[src/rtl/mr_uart_pkg.sv]
// Shared definitions for the Wishbone transmit-only console UART:
// bus widths, register offsets, STATUS bit positions and the TX FSM states.
package mr_uart_pkg;

    localparam int XLEN      = 32;
    localparam int XLEN_GRAN = 2;

    // Word offsets decoded from addr_i[1:0]
    localparam logic [1:0] REG_TXDATA  = 2'd0;
    localparam logic [1:0] REG_STATUS  = 2'd1;
    localparam logic [1:0] REG_DIV     = 2'd2;
    localparam logic [1:0] REG_INVALID = 2'd3;

    // STATUS register layout
    localparam int STAT_BUSY      = 0;
    localparam int STAT_FULL      = 1;
    localparam int STAT_EMPTY     = 2;
    localparam int STAT_COUNT_LSB = 4;

    typedef enum logic [1:0] {
        IDLE  = 2'd0,
        START = 2'd1,
        DATA  = 2'd2,
        STOP  = 2'd3
    } tx_state_t;

    // FIFO occupancy squeezed into the 4-bit STATUS field; large FIFOs read as 15.
    function automatic logic [3:0] sat_count4(input int unsigned count);
        return (count > 15) ? 4'hF : count[3:0];
    endfunction

endpackage

[src/rtl/sync_fifo.sv]
// Single-clock FIFO with a combinational head output. Pointers carry one
// extra wrap bit so full and empty are distinguishable without a counter.
module sync_fifo #(
    parameter  int WIDTH = 8,
    parameter  int DEPTH = 8,
    localparam int AW    = $clog2(DEPTH)
) (
    input  logic             clk_i,
    input  logic             rst_ni,
    input  logic             push_i,
    input  logic             pop_i,
    input  logic [WIDTH-1:0] data_i,
    output logic [WIDTH-1:0] data_o,
    output logic             full_o,
    output logic             empty_o,
    output logic [AW:0]      count_o
);

    logic [WIDTH-1:0] mem_q [DEPTH];
    logic [AW:0]      wr_ptr_q;
    logic [AW:0]      rd_ptr_q;
    logic             do_push;
    logic             do_pop;

    assign empty_o = (wr_ptr_q == rd_ptr_q);
    assign full_o  = (wr_ptr_q[AW] != rd_ptr_q[AW]) &&
                     (wr_ptr_q[AW-1:0] == rd_ptr_q[AW-1:0]);
    assign count_o = wr_ptr_q - rd_ptr_q;
    assign data_o  = mem_q[rd_ptr_q[AW-1:0]];

    // A pop in the same cycle frees the slot a full FIFO would otherwise refuse.
    assign do_pop  = pop_i & ~empty_o;
    assign do_push = push_i & (~full_o | do_pop);

    // Pointer update; simultaneous push and pop leaves the count unchanged.
    always_ff @(posedge clk_i) begin
        // NOTE: sequential state uses non-blocking assignments so every register
        // samples pre-edge values, independent of statement order.
        if (!rst_ni) begin
            wr_ptr_q <= '0;
            rd_ptr_q <= '0;
        end else begin
            if (do_push) wr_ptr_q <= wr_ptr_q + 1'b1;
            if (do_pop)  rd_ptr_q <= rd_ptr_q + 1'b1;
        end
    end

    // Storage write.
    always_ff @(posedge clk_i) begin
        // NOTE: the storage array is deliberately not reset; only the pointers
        // define validity, and leaving it unreset lets it map onto plain RAM.
        if (do_push) mem_q[wr_ptr_q[AW-1:0]] <= data_i;
    end

endmodule

[src/rtl/wb_uart_tx.sv]
// Transmit-only console UART on a pipelined Wishbone slave port.
// TXDATA pushes into a FIFO, the FSM serialises 8N1 LSB first on tx_o.
module wb_uart_tx
    import mr_uart_pkg::*;
#(
    parameter int          FIFO_DEPTH  = 8,
    parameter logic [15:0] DEFAULT_DIV = 16'd868
) (
    input  logic                      clk_i,
    input  logic                      rst_ni,
    input  logic [XLEN-XLEN_GRAN-1:0] addr_i,
    input  logic                      we_i,
    input  logic [XLEN/8-1:0]         sel_i,
    input  logic [XLEN-1:0]           dat_i,
    input  logic                      stb_i,
    input  logic                      cyc_i,
    output logic                      ack_o,
    output logic                      err_o,
    output logic [XLEN-1:0]           dat_o,
    output logic                      stall_o,
    output logic                      tx_o,
    output logic                      irq_o
);

    localparam int CW = $clog2(FIFO_DEPTH) + 1;

    logic [1:0]      reg_sel;
    logic            req;
    logic            accept;
    logic            push;
    logic            pop;
    logic            fifo_full;
    logic            fifo_empty;
    logic [CW-1:0]   fifo_count;
    logic [7:0]      fifo_head;
    logic [XLEN-1:0] rdata_d;
    logic [XLEN-1:0] dat_q;
    logic            ack_q;
    logic            err_q;
    logic [15:0]     div_q;
    logic [15:0]     baud_load;
    tx_state_t       state_q;
    logic [15:0]     baud_q;
    logic [2:0]      bit_q;
    logic [7:0]      shift_q;
    logic            tx_q;
    logic            unused_bits;

    assign unused_bits = ^{addr_i[XLEN-XLEN_GRAN-1:2], sel_i[XLEN/8-1:2], dat_i[XLEN-1:16]};

    assign reg_sel = addr_i[1:0];
    assign req     = cyc_i & stb_i;
    // Uses the pre-pop count, so a write may stall one cycle longer than needed.
    assign stall_o = req & we_i & (reg_sel == REG_TXDATA) & fifo_full;
    assign accept  = req & ~stall_o;
    assign push    = accept & we_i & (reg_sel == REG_TXDATA) & sel_i[0];

    // Head is consumed when a frame starts from IDLE or straight out of STOP.
    assign pop = ~fifo_empty &
                 ((state_q == IDLE) | ((state_q == STOP) && (baud_q == 16'd0)));

    // A divisor of 0 behaves as 1 clock per bit.
    assign baud_load = (div_q == 16'd0) ? 16'd0 : div_q - 16'd1;

    sync_fifo #(
        .WIDTH (8),
        .DEPTH (FIFO_DEPTH)
    ) u_fifo (
        .clk_i   (clk_i),
        .rst_ni  (rst_ni),
        .push_i  (push),
        .pop_i   (pop),
        .data_i  (dat_i[7:0]),
        .data_o  (fifo_head),
        .full_o  (fifo_full),
        .empty_o (fifo_empty),
        .count_o (fifo_count)
    );

    // Read-data mux for the addressed register.
    always_comb begin
        // NOTE: default every output of a combinational block first so no path
        // leaves it unassigned and a latch is never inferred.
        rdata_d = '0;
        case (reg_sel)
            REG_STATUS: begin
                rdata_d[STAT_BUSY]               = (state_q != IDLE);
                rdata_d[STAT_FULL]               = fifo_full;
                rdata_d[STAT_EMPTY]              = fifo_empty;
                rdata_d[STAT_COUNT_LSB +: 4]     = sat_count4(32'(fifo_count));
            end
            REG_DIV:    rdata_d[15:0] = div_q;
            default:    rdata_d = '0;
        endcase
    end

    // Registered single-cycle response for every accepted request.
    always_ff @(posedge clk_i) begin
        if (!rst_ni) begin
            ack_q <= 1'b0;
            err_q <= 1'b0;
            dat_q <= '0;
        end else begin
            ack_q <= accept & (reg_sel != REG_INVALID);
            err_q <= accept & (reg_sel == REG_INVALID);
            dat_q <= (accept & ~we_i & (reg_sel != REG_INVALID)) ? rdata_d : '0;
        end
    end

    // A dropped cycle cancels the response still in flight.
    assign ack_o = ack_q & cyc_i;
    assign err_o = err_q & cyc_i;
    assign dat_o = (ack_q & cyc_i) ? dat_q : '0;

    // Divisor register with per-byte-lane writes.
    always_ff @(posedge clk_i) begin
        if (!rst_ni) begin
            div_q <= DEFAULT_DIV;
        end else if (accept && we_i && (reg_sel == REG_DIV)) begin
            if (sel_i[0]) div_q[7:0]  <= dat_i[7:0];
            if (sel_i[1]) div_q[15:8] <= dat_i[15:8];
        end
    end

    // Transmit FSM: baud countdown reloaded only at bit starts, so divisor
    // changes never stretch or shorten the bit in progress.
    always_ff @(posedge clk_i) begin
        if (!rst_ni) begin
            state_q <= IDLE;
            baud_q  <= '0;
            bit_q   <= '0;
            shift_q <= '0;
            tx_q    <= 1'b1;
        end else begin
            case (state_q)
                IDLE: begin
                    if (!fifo_empty) begin
                        state_q <= START;
                        shift_q <= fifo_head;
                        baud_q  <= baud_load;
                        tx_q    <= 1'b0;
                    end
                end
                START: begin
                    if (baud_q == 16'd0) begin
                        state_q <= DATA;
                        bit_q   <= 3'd0;
                        tx_q    <= shift_q[0];
                        shift_q <= {1'b0, shift_q[7:1]};
                        baud_q  <= baud_load;
                    end else begin
                        baud_q <= baud_q - 16'd1;
                    end
                end
                DATA: begin
                    if (baud_q == 16'd0) begin
                        baud_q <= baud_load;
                        if (bit_q == 3'd7) begin
                            state_q <= STOP;
                            tx_q    <= 1'b1;
                        end else begin
                            bit_q   <= bit_q + 3'd1;
                            tx_q    <= shift_q[0];
                            shift_q <= {1'b0, shift_q[7:1]};
                        end
                    end else begin
                        baud_q <= baud_q - 16'd1;
                    end
                end
                STOP: begin
                    if (baud_q == 16'd0) begin
                        if (!fifo_empty) begin
                            state_q <= START;
                            shift_q <= fifo_head;
                            baud_q  <= baud_load;
                            tx_q    <= 1'b0;
                        end else begin
                            state_q <= IDLE;
                        end
                    end else begin
                        baud_q <= baud_q - 16'd1;
                    end
                end
                default: state_q <= IDLE;
            endcase
        end
    end

    assign tx_o  = tx_q;
    assign irq_o = fifo_empty & (state_q == IDLE);

endmodule

[config.mk]
export PLATFORM = sky130hd
export DESIGN_NAME = wb_uart_tx
export DESIGN_NICKNAME = d
export VERILOG_FILES = /design/src/rtl/mr_uart_pkg.sv /design/src/rtl/sync_fifo.sv /design/src/rtl/wb_uart_tx.sv
export SDC_FILE = /design/constraint.sdc
export NUM_CORES = 1
export LEC_CHECK = 0
export BUFFER_PORTS_ARGS = -buffer_cell sky130_fd_sc_hd__buf_2
export CORE_MARGIN = 4
export CORE_UTILIZATION = 38
export CTS_BUF_LIST = sky130_fd_sc_hd__clkbuf_4 sky130_fd_sc_hd__clkbuf_8 sky130_fd_sc_hd__clkbuf_16
export DETAILED_ROUTE_END_ITERATION = 12
export PLACE_DENSITY = 0.67
export SETUP_SLACK_MARGIN = 0.05
export SYNTH_ARGS = -nofsm -noshare
export SYNTH_HDL_FRONTEND = slang
export SYNTH_SLANG_ARGS = --single-unit
[constraint.sdc]
create_clock -name clk_i -period 3.7 [get_ports clk_i]
set_input_delay 0.74 -clock clk_i [delete_from_list [all_inputs] [get_ports clk_i]]
set_output_delay 0.74 -clock clk_i [all_outputs]
set_load 0.05 [all_outputs]
==> results_dict.tcl <==
set metrics [dict create \
    crit_path_end_kind "primary output" \
    holdBufCountCts 0 \
    place.gp.congestion 0.907 \
    totalNegativeSetupSlack_ps 0 \
    crit_path_max_incr_delay_ps 420 \
    synth_register_bits 139 \
    netlist.top_cell.by_area "sky130_fd_sc_hd__edfxtp_1" \
    power_leakage_uw 0.00318 \
    max_freq_mhz 349 \
    root_buffer "sky130_fd_sc_hd__clkbuf_16" \
    count_of_tritonroute_iterations_in_the_first_routing_pass 5 \
    io_buffer_count 45 \
    initialDrtViolationCount 363 \
    rrSetupSlack_ps 1120 \
    max_slew.worst_pin.slew_ps 848 \
    synth_enable_flop_cells 64 \
    timing.rr.start "div_q[0]" \
    hold_start "shift_q[7]" \
    min_period_over_period_pct 77.5 \
    netlist_instances 634 \
    p_total_uw 5560 \
    outcome "complete, no violations" \
    worstSkewPairLatency_ps 430 \
    netlist.area_leader.share_pct 27.6 \
    first_global_vias 4817 \
    globalRouteTotalUtil_pct 16.0 \
    cts_buffer_depth 2 \
    dieWidth_um 143 \
    post-cts-setup-buffers 0 \
    detail_route.drc_violations 0 \
    grt_first_pass_wirelength_mm 25.6 \
    clock_skew_ps 11.0 \
    die_height_um 143 \
    critical_path_buf_inv_count 2 \
    core_mm2 0.0180 \
    total_of_fill_cells_in_the_finished_design 1688 \
    initial_core_util_pct 38.7 \
    die_area_mm2 0.0206 \
    cap_viol_max_count 0 \
    share_of_flip_flops_with_an_asynchronous_set_or_reset_after_synthesis_pct 0 \
    synth_area_mm2 0.00697 \
    htree_num_levels 4 \
    crit_path_end "irq_o" \
    antenna_found_initial 0 \
    ios 108 \
    num_rows 49 \
    worstPathRequired_ps 2960 \
    rsz0062_at_grt "no" \
    postRouteAntennaNets 0 \
    count_of_warnings_emitted_by_yosys 0 \
    cts_tree "built" \
    ys_types 70 \
    timing.final.ws_setup_ps 833 \
    hpwlAfterDp_mm 11.0 \
    maximum_number_of_pins_on_one_net_before_global_route_repair 28 \
    mean_routed_wirelength_per_cell_um 17.2 \
    finalHoldViolations 0 \
    dp_slack_ps 1090 \
    area_delta_synth_final_pct 14.5 \
    relSlewSlack_pct 43.5 \
    ys_top_cells_by_area "sky130_fd_sc_hd__edfxtp_1, sky130_fd_sc_hd__dfxtp_1, sky130_fd_sc_hd__mux4_2" \
    cts.sink_count 139 \
    place_area_mm2 0.00740 \
    path_depth 6 \
    drt-vias-per-instance 5.37 \
    post_cts.resized_instances 0 \
    postSynthAreaPerCell_um2 11.0 \
    synth_most_common_cell "sky130_fd_sc_hd__dfxtp_1" \
    kind_of_start_point_of_the_critical_path "flip-flop" \
    final_design_area_no_fill_mm2 0.00798 \
    wirelength_mm 15.9 \
    r2r_cells 8 \
    ys_top_cells_by_count "sky130_fd_sc_hd__dfxtp_1, sky130_fd_sc_hd__edfxtp_1, sky130_fd_sc_hd__nand2_1, sky130_fd_sc_hd__nor2_1, sky130_fd_sc_hd__mux2i_1" \
    crit_path_start "u_fifo.wr_ptr_q[0]" \
    num_antenna_cells 0 \
    cts_buf_count 17 \
    worstPathMaxFanout 6 \
    drive_gt1_share_pct 18.0 \
    final_net_count 773 \
    timing.critical_path.cells "inv_1 -> ha_1 -> and3_1 -> nand2_1 -> nor2_1 -> buf_2" \
    synth-main-ff-cell "sky130_fd_sc_hd__dfxtp_1" \
    path_clk_slew_ps 60 \
    critical_path_arrival_ps 2130 \
    num_vias 4960 \
    irDropWorstVdd_uv 335 \
    multi_input_comb_area_mm2 0.00328 \
    yosysSeqAreaShare_pct 49.1 \
    critical-path-slowest-cell "sky130_fd_sc_hd__dfxtp_1" \
    p_per_area_mw_per_mm2 697 \
    grt_overflow 0 \
    r2r_end "baud_q[2]" \
    holdCritPathClass "flip-flop to flip-flop" \
    timing.setup.critical_path_class "flip-flop to primary output" \
    worst_path_dominant_cell_family "simple AND/OR/NAND/NOR gates" \
    layout.area.seq_mm2 0.00342 \
    final_core_utilization_pct 44.2 \
    setup_violators_final 0 \
    timing.final.crit_period_ps 2870 \
    timing_max_transition_violations_final 0 \
]
through the flow:
stage / hold slack, ps / std cells
3_3_place_gp: 440 / 892
6_report: 453 / 924
3_5_place_dp: 447 / 892
5_1_grt: 485 / 924
2_1_floorplan: 431 / 649
4_1_cts: 456 / 924
layout make-up:
class / count / share of cell area (%)
Clock inverter: 15 / 1.93
Multi-Input combinational cell: 446 / 41.1
Sequential cell: 139 / 42.9
Inverter: 18 / 0.847
Tap cell: 229 / 3.59
Timing Repair Buffer: 60 / 4.24
Clock buffer: 17 / 5.33
where the power goes:
group | total [µW] | internal (µW) | switching, µW
combinational | 2090 | 829 | 1260
clock | 1640 | 898 | 744
sequential | 1830 | 1710 | 122
sequential cells by signal, indices dropped and copies added, names as in the netlist, 3 cells and up, named ones only:
| name | count |
|---|---|
| u_fifo.rd_ptr_q | 4 |
| u_fifo.wr_ptr_q | 4 |
| bit_q | 3 |
| div_q | 16 |
| u_fifo.mem_q | 64 |
| shift_q | 8 |
| dat_q | 16 |
| baud_q | 16 |
layer usage:
layer,global-route usage [%],share of wire (%),up-vias
met4,4.86,1.2,0
met3,4.29,5.1,19
met1,21.6,47,2406
met5,0,0,-
li1,-,-,2398
met2,25.3,47,137
cell usage in the layout, fill, tap and decap left out, types with 17 or more instances in the layout:
cell / n
sky130_fd_sc_hd__a21oi_1: 21
sky130_fd_sc_hd__a22oi_1: 17
sky130_fd_sc_hd__and3_1: 30
sky130_fd_sc_hd__buf_2: 45
sky130_fd_sc_hd__clkbuf_16: 17
sky130_fd_sc_hd__dfxtp_1: 75
sky130_fd_sc_hd__edfxtp_1: 64
sky130_fd_sc_hd__ha_1: 19
sky130_fd_sc_hd__inv_1: 17
sky130_fd_sc_hd__mux2i_1: 34
sky130_fd_sc_hd__nand2_1: 49
sky130_fd_sc_hd__nor2_1: 36
sky130_fd_sc_hd__nor2b_1: 28
sky130_fd_sc_hd__nor3_1: 17
sky130_fd_sc_hd__o21ai_0: 23
sky130_fd_sc_hd__xnor2_1: 17
how the worst min path moves through the flow:
stage | cells past startpoint | slack, ps | endpoint
floorplan | 2 | 430 | shift_q[7]
global placement | 2 | 440 | shift_q[7]
detailed placement | 2 | 450 | shift_q[7]
CTS | 2 | 460 | shift_q[7]
global route | 2 | 490 | shift_q[7]
finish | 2 | 450 | shift_q[7]
tightest hold or removal path, stage by stage (launching register included):
cell,delay [ps]
sky130_fd_sc_hd__dfxtp_1,310
sky130_fd_sc_hd__nand2_1,50
sky130_fd_sc_hd__a21boi_1,50
logic make-up (layout without fill, tap and decap cells):
| logic type | Yosys count | after routing | synth area share (%) |
|---|---|---|---|
| buffers and inverters | 64 | 110 | 4.58 |
| multiplexers | 51 | 51 | 10.2 |
| adder cells (fa/ha/maj) | 20 | 20 | 3.70 |
| XOR/XNOR | 29 | 29 | 3.65 |
| AND/OR/NAND/NOR | 220 | 220 | 18.1 |
| other | 1 | 16 | 0.0538 |
| AO/OA/AOI/OAI | 110 | 110 | 10.6 |
| flip-flops | 139 | 139 | 49.1 |
Power figures use the tool's default switching activity.
